### src/rtl/control_unit.sv
// Fetch/decode/execute sequencer for the 8-bit accumulator datapath.
// Moore strobes are registered from the next state so they line up with `state`; Aload/PCload add the Mealy terms.
module control_unit (
    input  logic       clk,
    input  logic       clear,
    input  logic [2:0] IR75,
    input  logic       Aeq0,
    input  logic       Apos,
    input  logic       enter,
    output logic       IRload,
    output logic       JMPmux,
    output logic       PCload,
    output logic       Meminst,
    output logic       MemWr,
    output logic [1:0] Asel,
    output logic       Aload,
    output logic       Sub,
    output logic       halt,
    output logic [3:0] state
);

    // state   | meaning
    // START   | one idle cycle after clear
    // FETCH   | IR <- RAM[PC], PC <- PC+1
    // DECODE  | operand address presented to RAM
    // LOAD    | A <- RAM[IR[4:0]]
    // STORE   | RAM[IR[4:0]] <- A
    // ADD/SUB | A <- A +/- RAM[IR[4:0]]
    // INPUT   | wait for enter, A <- in
    // JZ/JPOS | PC <- IR[4:0] when condition holds
    // HALT    | stopped until clear
    typedef enum logic [3:0] {
        S_START  = 4'd0,
        S_FETCH  = 4'd1,
        S_DECODE = 4'd2,
        S_LOAD   = 4'd3,
        S_STORE  = 4'd4,
        S_ADD    = 4'd5,
        S_SUB    = 4'd6,
        S_INPUT  = 4'd7,
        S_JZ     = 4'd8,
        S_JPOS   = 4'd9,
        S_HALT   = 4'd10
    } state_t;

    typedef struct packed {
        logic       irload;
        logic       jmpmux;
        logic       pcload;
        logic       meminst;
        logic       memwr;
        logic [1:0] asel;
        logic       aload;
        logic       sub;
        logic       halt;
    } ctrl_t;

    localparam ctrl_t CTRL_IDLE = '0;

    state_t cur_state;
    state_t nxt_state;
    ctrl_t  ctrl_q;

    function automatic ctrl_t moore_ctrl(input state_t s);
        ctrl_t c;
        c = CTRL_IDLE;
        case (s)
            S_FETCH: begin
                c.irload = 1'b1;
                c.pcload = 1'b1;
            end
            S_DECODE: c.meminst = 1'b1;
            S_LOAD: begin
                c.meminst = 1'b1;
                c.asel    = 2'b10;
                c.aload   = 1'b1;
            end
            S_STORE: begin
                c.meminst = 1'b1;
                c.memwr   = 1'b1;
            end
            S_ADD: begin
                c.meminst = 1'b1;
                c.aload   = 1'b1;
            end
            S_SUB: begin
                c.meminst = 1'b1;
                c.aload   = 1'b1;
                c.sub     = 1'b1;
            end
            S_INPUT: c.asel   = 2'b01;
            S_JZ:    c.jmpmux = 1'b1;
            S_JPOS:  c.jmpmux = 1'b1;
            S_HALT:  c.halt   = 1'b1;
            default: c = CTRL_IDLE;
        endcase
        return c;
    endfunction

    always_comb begin
        nxt_state = S_START;
        case (cur_state)
            S_START:  nxt_state = S_FETCH;
            S_FETCH:  nxt_state = S_DECODE;
            S_DECODE: begin
                case (IR75)
                    3'b000:  nxt_state = S_LOAD;
                    3'b001:  nxt_state = S_STORE;
                    3'b010:  nxt_state = S_ADD;
                    3'b011:  nxt_state = S_SUB;
                    3'b100:  nxt_state = S_INPUT;
                    3'b101:  nxt_state = S_JZ;
                    3'b110:  nxt_state = S_JPOS;
                    default: nxt_state = S_HALT;
                endcase
            end
            S_LOAD, S_STORE, S_ADD, S_SUB, S_JZ, S_JPOS: nxt_state = S_FETCH;
            S_INPUT:  nxt_state = enter ? S_FETCH : S_INPUT;
            S_HALT:   nxt_state = S_HALT;
            default:  nxt_state = S_START;
        endcase
    end

    always_ff @(posedge clk) begin
        if (clear) begin
            cur_state <= S_START;
            ctrl_q    <= CTRL_IDLE;
        end else begin
            cur_state <= nxt_state;
            ctrl_q    <= moore_ctrl(nxt_state);
        end
    end

    assign IRload  = ctrl_q.irload;
    assign JMPmux  = ctrl_q.jmpmux;
    assign Meminst = ctrl_q.meminst;
    assign MemWr   = ctrl_q.memwr;
    assign Asel    = ctrl_q.asel;
    assign Sub     = ctrl_q.sub;
    assign halt    = ctrl_q.halt;
    assign state   = cur_state;

    // Condition flags and enter are used in the execute cycle itself, not a cycle late.
    assign Aload  = ctrl_q.aload
                  | ((cur_state == S_INPUT) & enter);
    assign PCload = ctrl_q.pcload
                  | ((cur_state == S_JZ)   & Aeq0)
                  | ((cur_state == S_JPOS) & Apos);

endmodule

### config.mk
export PLATFORM = sky130hd
export DESIGN_NAME = control_unit
export DESIGN_NICKNAME = d
export VERILOG_FILES = /design/src/rtl/control_unit.sv
export SDC_FILE = /design/constraint.sdc
export NUM_CORES = 1
export LEC_CHECK = 0
export CORE_MARGIN = 4
export CORE_UTILIZATION = 36
export DETAILED_ROUTE_END_ITERATION = 8
export PLACE_DENSITY = 0.75
export SETUP_SLACK_MARGIN = 0.05
export SLEW_MARGIN = 20
export SYNTH_ARGS = -nofsm -noshare
export SYNTH_HDL_FRONTEND = slang
export SYNTH_SLANG_ARGS = --single-unit
### constraint.sdc
create_clock -name clk -period 1.8 [get_ports clk]
set_clock_uncertainty 0.1 [all_clocks]
set_input_delay 0.27 -clock clk [delete_from_list [all_inputs] [get_ports clk]]
set_output_delay 0.27 -clock clk [all_outputs]
set_load 0.02 [all_outputs]
==> results of run 1 <==
## stage by stage
stage,setup TNS (ps),total power [W]
after floorplan,0,0.000445
after global placement,-1470,0.000548
after detailed placement,-1880,0.000552
after CTS,0,0.000731
after global routing,-62.7,0.000763
final,0,0.000725
## worst max path at each step
| stage | to |
|---|---|
| global placement | PCload |
| floorplan | ctrl_q[2] |
| CTS | state[2] |
| finish | ctrl_q[2] |
| detailed placement | PCload |
| global route | Sub |
## state kept, by name, indices dropped and copies added (netlist names)
register and flops:
MemWr 1, ctrl_q 2, halt 1, state 4
Asel 2, Sub 1, JMPmux 1, Meminst 1
## timing repair
item | in CTS | in global routing
endpoints found under the setup margin | 7 | 8
pin swaps | 0 | 3
cloned | 0 | 0
resized for setup | 8 | 5
setup buffers | 1 | 0
## where the power goes
part / switching (W) / total, W / internal (W)
logic: 0.000112 / 0.000223 / 0.000111
clock network: 0.0000920 / 0.000178 / 0.0000860
registers: 0.0000142 / 0.000324 / 0.000309
total: 0.000218 / 0.000725 / 0.000507
## critical path, delay by kind of cell, from the launching register on
kind	cells	cell delay (ps)
AOI/OAI and AO/OA	3	400
DFF	1	370
and+or+nand+nor	2	830
## routing by layer
metal | up-vias | routed length [um] | GRT usage
li1 | 263 | - | -
met1 | 249 | 584 | 0.180
met2 | 26 | 673 | 0.219
met3 | 4 | 112 | 0.0383
met4 | 0 | 22 | 0.0994
met5 | - | 0 | 0
## layout by cell type (no fill, tap or decap), drive strengths merged, types with 2 or more instances in the layout
cell and instances:
clkdlybuf4s50 16, clkbuf 5, buf 9, dlymetal6s2s 2, nor3b 2, nand2 5
o22ai 2, nor2 11, o21ai 3, dfxtp 13
## logic make-up after synthesis
family / Yosys count
xor gates and xnor gates: 1
AOI/OAI and AO/OA: 11
and+or+nand+nor: 29
muxes: 1
DFF: 13
buffers and inverters: 3
## area by class of cell
cell class | instances | area (sq um) | share of cell area
Sequential cell | 13 | 269 | 0.311
Multi-Input combinational cell | 42 | 282 | 0.325
Clock buffer | 4 | 26.3 | 0.0303
Timing Repair Buffer | 29 | 267 | 0.308
Inverter | 1 | 3.75 | 0.00434
Tap cell | 15 | 18.8 | 0.0217
==> key figures, run 1 <==
Outcome
  – Status: complete, no violations

Route
  – DRC violation total after the first TritonRoute iteration: 9
  – Routed wire length per instance: 13.4 um
  – Number of iterations in the first detailed-routing pass: 4
  – Post-route DRC: 0
  – Drt total wl: 1390 um
  – Detailed-route vias per instance: 5.21
  – Via Count: 542
  – Number of antenna-violating nets in the routed design: 0

Clock network
  – Number of buffers on the longest clock path: 2
  – Number of clock buffers inserted by TritonCTS: 3
  – Skew-Pair Late Insertion Delay: 280 ps
  – CTS sink cnt: 13
  – Hold bufs inserted after CTS: 0
  – Root Buffer: sky130_fd_sc_hd__clkbuf_4
  – TritonCTS clock tree: done
  – Clk slew on worst S/H paths: 80 ps
  – H-tree depth: 1

Placed design
  – Placed insts: 99
  – Post-placement setup slack: -249 ps
  – Placer congestion estimate: 0.810
  – Cell area after placement: 828 sq um
  – Post-detail-place hpwl: 1050 um
  – Count of input and output buffers: 21

Critical path
  – Critical path's slowest cell: sky130_fd_sc_hd__or4_4
  – Register-to-Register Setup Slack: 30 ps
  – Critical path peak fanout: 6
  – Crit path arrival time: 1880 ps
  – Number of cells on the worst reg-to-reg path: 5
  – Category of the worst setup path capture point: flop
  – Worst Setup SP: state[0]
  – Largest incremental delay on the critical path: 440 ps
  – Critical path type: flop to flop
  – Worst reg2reg endpoint: ctrl_q[2]
  – Data required time at the worst endpoint: 1910 ps
  – Type of element launching the critical path: flop
  – Critical-path cell list: or3b_4 -> or4_4 -> a21oi_4 -> o21ai_2 -> o22ai_2
  – Origin of the critical flop-to-flop path: state[0]

Floorplan
  – Number of placement rows: 13
  – Core Box Area: 0.00138 sq mm
  – Die ar.: 0.00224 sq mm
  – Effective utilization at floorplan: 0.402
  – Boundary Pins: 22
  – Die extent in y: 47.3 um
  – Die boundary width: 47.3 um

Logic synthesis
  – Number of distinct standard cells referenced by the synthesized netlist: 30
  – Sequential element share of the synthesized area: 0.468
  – Synthesized cell area: 556 sq um
  – Post-synthesis xor/xnor area fraction: 0.0158
  – Complex-gate fraction of the synthesized area: 0.176
  – Synthesized netlist cell count: 58
  – Synth top area cells: sky130_fd_sc_hd__dfxtp_1 47%, sky130_fd_sc_hd__nor2_1 7.4%, sky130_fd_sc_hd__nand2_1 3.4%, sky130_fd_sc_hd__a21oi_4 2.9%, sky130_fd_sc_hd__buf_4 2.7%
  – Ys Warns: 0
  – Post-Syn Nets: 66
  – Share of synthesized flip-flops with an asynchronous set or reset: 0
  – Number of synthesized register bits: 13
  – Yosys top cell area share: 0.468
  – Cell accounting for the most synthesized area: sky130_fd_sc_hd__dfxtp_1
  – Synth cell count leaders: 13 x sky130_fd_sc_hd__dfxtp_1, 11 x sky130_fd_sc_hd__nor2_1, 5 x sky130_fd_sc_hd__nand2_1
  – Dominant combinational cell family by area after synthesis: simple AND/OR/NAND/NOR gates
  – EDFF count, synth: 0
  – Post-synthesis mux area share: 0.0203
  – Most instantiated flip-flop cell in the synthesis netlist: sky130_fd_sc_hd__dfxtp_1
  – Share of synthesized cell area in and, or, nand and nor gates: 0.286
  – Adder-Cell Fraction of Synth Area: 0
  – Mean Syn Cell Area: 9.58 sq um
  – Most used standard cell by instance count after synthesis: sky130_fd_sc_hd__dfxtp_1

STA
  – Max Clk Rate: 0.566 GHz
  – Count of final hold-check violations: 0
  – Setup repair after global routing missed its margin: yes
  – Max Slew Vio Count: 0
  – Final cycle utilization of the critical path: 0.981
  – Transition time at the pin with the least slew margin: 277 ps
  – Hold slack: 442 ps
  – Crit path time final: 1770 ps
  – Max-slew headroom: 0.814
  – Setup slack of the critical path after layout: 33.7 ps
  – Setup violators final: 0

Global routing
  – Initial antenna violation count: 0
  – Final global-route overflow total: 0
  – Global-route wire length before repair: 2210 um
  – Number of global-route vias before repair: 501
  – Overall track demand over capacity in global routing: 0.146
  – Maximum number of pins on one net before global-route repair: 9

Worst hold path
  – Worst min-delay path startpoint: IR75[1]
  – Sink of the worst hold path: state[3]
  – Hold Crit Depth: 4
  – Worst hold-check path type: primary input to flop

Final layout
  – Number of diodes: 0
  – Fraction of layout instances using a drive strength above 1: 0.303
  – Layout fillers: 118
  – Final core occ: 0.626
  – Relative area change from synthesis to final layout: 55.9%
  – Net total in the final layout: 98
  – Cell area after layout: 866 sq um
  – Post-layout instance count excluding filler cells: 104

Flow run
  – Max-capacitance violation count: 0

Power
  – Leakage power: 0.391 nW
  – Total power density per cell area: 837 mW/mm^2
  – Worst ir drop on vdd: 0.000447 V
(Power assumes the default switching activity.)
==> inputs of run 2 (changes only) <==
Settings changed: CTS_CLUSTER_SIZE from default to 16.
==> results of run 2 <==
No change in the layout: final DEF, timing and power equal those of run 1.
==> inputs of run 3 (changes only) <==
Settings changed: CORE_UTILIZATION 36 to 39, CTS_BUF_LIST from default to sky130_fd_sc_hd__clkbuf_8, PLACE_DENSITY 0.75 to 0.8.
==> key figures, run 3 (synthesis gave the netlist of run 1 again) <==
Global routing
  – Number of global-route vias before repair: 544 (was 501)
  – Global-route wire length before repair: 2250 um (was 2210 um)
  – Overall track demand over capacity in global routing: 0.152 (was 0.146)
  – Initial antenna violation count: 0 (unchanged)
  – Maximum number of pins on one net before global-route repair: 9 (unchanged)
  – Final global-route overflow total: 0 (unchanged)

Placed design
  – Cell area after placement: 843 sq um (was 828 sq um)
  – Post-detail-place hpwl: 1050 um (about the same)
  – Placer congestion estimate: 0.823 (was 0.810)
  – Count of input and output buffers: 21 (unchanged)

Final layout
  – Number of flip-flops under the largest register name: 4 (unchanged)
  – Relative area change from synthesis to final layout: 63.3% (was 55.9%)
  – Most common library cell in the layout ignoring fill and taps: sky130_fd_sc_hd__clkdlybuf4s50_1 (unchanged)
  – Fraction of layout instances using a drive strength above 1: 0.337 (was 0.303)
  – Net total in the final layout: 101 (was 98)
  – Commonest cells after routing, fill and taps aside: 16 x sky130_fd_sc_hd__clkdlybuf4s50_1, 11 x sky130_fd_sc_hd__buf_4, 10 x sky130_fd_sc_hd__dfxtp_1, 10 x sky130_fd_sc_hd__nor2_1, 4 x sky130_fd_sc_hd__nand2_1 (was 16 x sky130_fd_sc_hd__clkdlybuf4s50_1, 11 x sky130_fd_sc_hd__nor2_1, 10 x sky130_fd_sc_hd__dfxtp_1, 9 x sky130_fd_sc_hd__buf_4, 5 x sky130_fd_sc_hd__nand2_1)
  – Cell area after layout: 907 sq um (was 866 sq um)
  – Number of diodes: 0 (unchanged)

STA
  – Crit path time final: 1730 ps (was 1770 ps)
  – Count of final hold-check violations: 0 (unchanged)
  – Final cycle utilization of the critical path: 0.959 (was 0.981)
  – Setup violators final: 0 (unchanged)
  – Max-slew headroom: 0.807 (was 0.814)
  – Max Clk Rate: 0.579 GHz (was 0.566 GHz)
  – Transition time at the pin with the least slew margin: 287 ps (was 277 ps)
  – Setup repair after global routing missed its margin: yes (unchanged)
  – Final sum of negative setup slack: 0 ps (unchanged)
  – Max Slew Vio Count: 0 (unchanged)

Floorplan
  – Number of placement rows: 13 (unchanged)
  – Core Box Area: 0.00132 sq mm (was 0.00138 sq mm)
  – Die extent in y: 45.7 um (was 47.3 um)
  – Die ar.: 0.00209 sq mm (was 0.00224 sq mm)
  – Effective utilization at floorplan: 0.422 (was 0.402)
  – Die boundary width: 45.7 um (was 47.3 um)
  – Boundary Pins: 22 (unchanged)

Worst hold path
  – Worst hold-check path type: primary input to flop (unchanged)

Critical path
  – Worst Setup SP: state[0] (unchanged)
  – Number of cells on the worst reg-to-reg path: 5 (unchanged)
  – Critical path peak fanout: 6 (unchanged)
  – Critical-path cell list: or3b_4 -> or4_4 -> a21oi_4 -> o21ai_2 -> o22ai_2 (unchanged)
  – Register-to-Register Setup Slack: 70 ps (was 30 ps)
  – Largest incremental delay on the critical path: 450 ps (was 440 ps)
  – Critical path type: flop to flop (unchanged)
  – Crit path arrival time: 1790 ps (was 1880 ps)
  – Critical path's slowest cell: sky130_fd_sc_hd__or4_4 (unchanged)
  – Worst reg2reg endpoint: ctrl_q[2] (unchanged)
  – Crit path depth: 5 (unchanged)
  – Type of element launching the critical path: flop (unchanged)
  – Critical path buffers and inverters: 0 (unchanged)
  – End point of the critical path: ctrl_q[2] (unchanged)
  – Origin of the critical flop-to-flop path: state[0] (unchanged)
  – Category of the worst setup path capture point: flop (unchanged)
  – Cell family with the largest share of critical-path delay: simple AND/OR/NAND/NOR gates (unchanged)
  – Data required time at the worst endpoint: 1870 ps (was 1910 ps)

Route
  – Detailed-route vias per instance: 5.03 (was 5.21)
  – Number of iterations in the first detailed-routing pass: 2 (was 4)
  – Post-route DRC: 0 (unchanged)
  – Routed wire length per instance: 13.1 um (was 13.4 um)
  – Number of antenna-violating nets in the routed design: 0 (unchanged)
  – DRC violation total after the first TritonRoute iteration: 7 (was 9)
  – Drt total wl: 1400 um (was 1390 um)
  – Via Count: 538 (was 542)

Clock network
  – Root Buffer: sky130_fd_sc_hd__clkbuf_8 (was sky130_fd_sc_hd__clkbuf_4)
  – Hold bufs inserted after CTS: 0 (unchanged)
  – Number of clock buffers inserted by TritonCTS: 3 (unchanged)
  – Clk slew on worst S/H paths: 50 ps (was 80 ps)
  – Number of buffers on the longest clock path: 2 (unchanged)
  – Skew-Pair Late Insertion Delay: 240 ps (was 280 ps)
  – H-tree depth: 1 (unchanged)
  – TritonCTS clock tree: done (unchanged)
  – CTS sink cnt: 13 (unchanged)

Power
  – Total power density per cell area: 882 mW/mm^2 (was 837 mW/mm^2)
  – Leakage power: 0.410 nW (was 0.391 nW)
  – Total power draw: 0.000800 W (was 0.000725 W)
  – Worst ir drop on vdd: 0.000634 V (was 0.000447 V)

Outcome
  – Status: complete, no violations (unchanged)

Flow run
  – Max-capacitance violation count: 0 (unchanged)
-- run 3: stage by stage --
step / instances / util / setup WS (ps) / hold WS [ps]
after floorplan: 58 / - / 91.5 / 233
after global routing: 107 / 0.689 / 8.18 / 528
final: 107 / 0.689 / 73.0 / 469
after detailed placement: 101 / 0.640 / -255 / 615
after global placement: 101 / 0.640 / -233 / 599
after CTS: 107 / 0.686 / -24.5 / 554
-- run 3: worst min-delay path, delay by kind of cell --
| kind | cells | cell delay (ps) |
|---|---|---|
| compound gates | 2 | 290 |
| buf+inv | 2 | 220 |
-- run 3: area by class of cell --
type                    count  area (sq um)
fillers                   100           410
clock inverters             1          3.75
inverters                   1          3.75
clock buffers               3          41.3
multi-input cells          42           284
repair buffers             32           287
well taps                  15          18.8
flip-flops and latches     13           269
-- run 3: routing by layer --
| layer | up-vias | wire (um) | track usage |
|---|---|---|---|
| met2 | 13 | 723 | 0.248 |
| met4 | 0 | 13 | 0.0341 |
| met1 | 250 | 579 | 0.184 |
| met3 | 2 | 86 | 0.0672 |
| li1 | 273 | - | - |
| met5 | - | 0 | 0 |
-- run 3: worst min-delay path by stage --
stage	from	endpoint	slack, ps	cells past startpoint
2_1_floorplan	clear	state[1]	230	1
3_3_place_gp	state[2]	state[2]	600	3
3_5_place_dp	state[2]	state[2]	610	3
4_1_cts	IR75[1]	state[3]	550	4
5_1_grt	IR75[0]	state[2]	530	4
6_report	IR75[0]	state[3]	470	4
-- run 3: what timing repair did --
item | 4_1_cts | 5_1_grt
pin swaps | 6 | 5
resized for setup | 5 | 8
setup buffers | 2 | 0
hold endpoints to repair | 0 | 0
endpoints found under the setup margin | 3 | 8
-- run 3: power breakdown --
| group | switching (W) | internal (W) | leakage [nW] |
|---|---|---|---|
| logic | 0.000116 | 0.000115 | 0.276 |
| registers | 0.0000109 | 0.000310 | 0.108 |
| clock network | 0.0000983 | 0.000150 | 0.0269 |
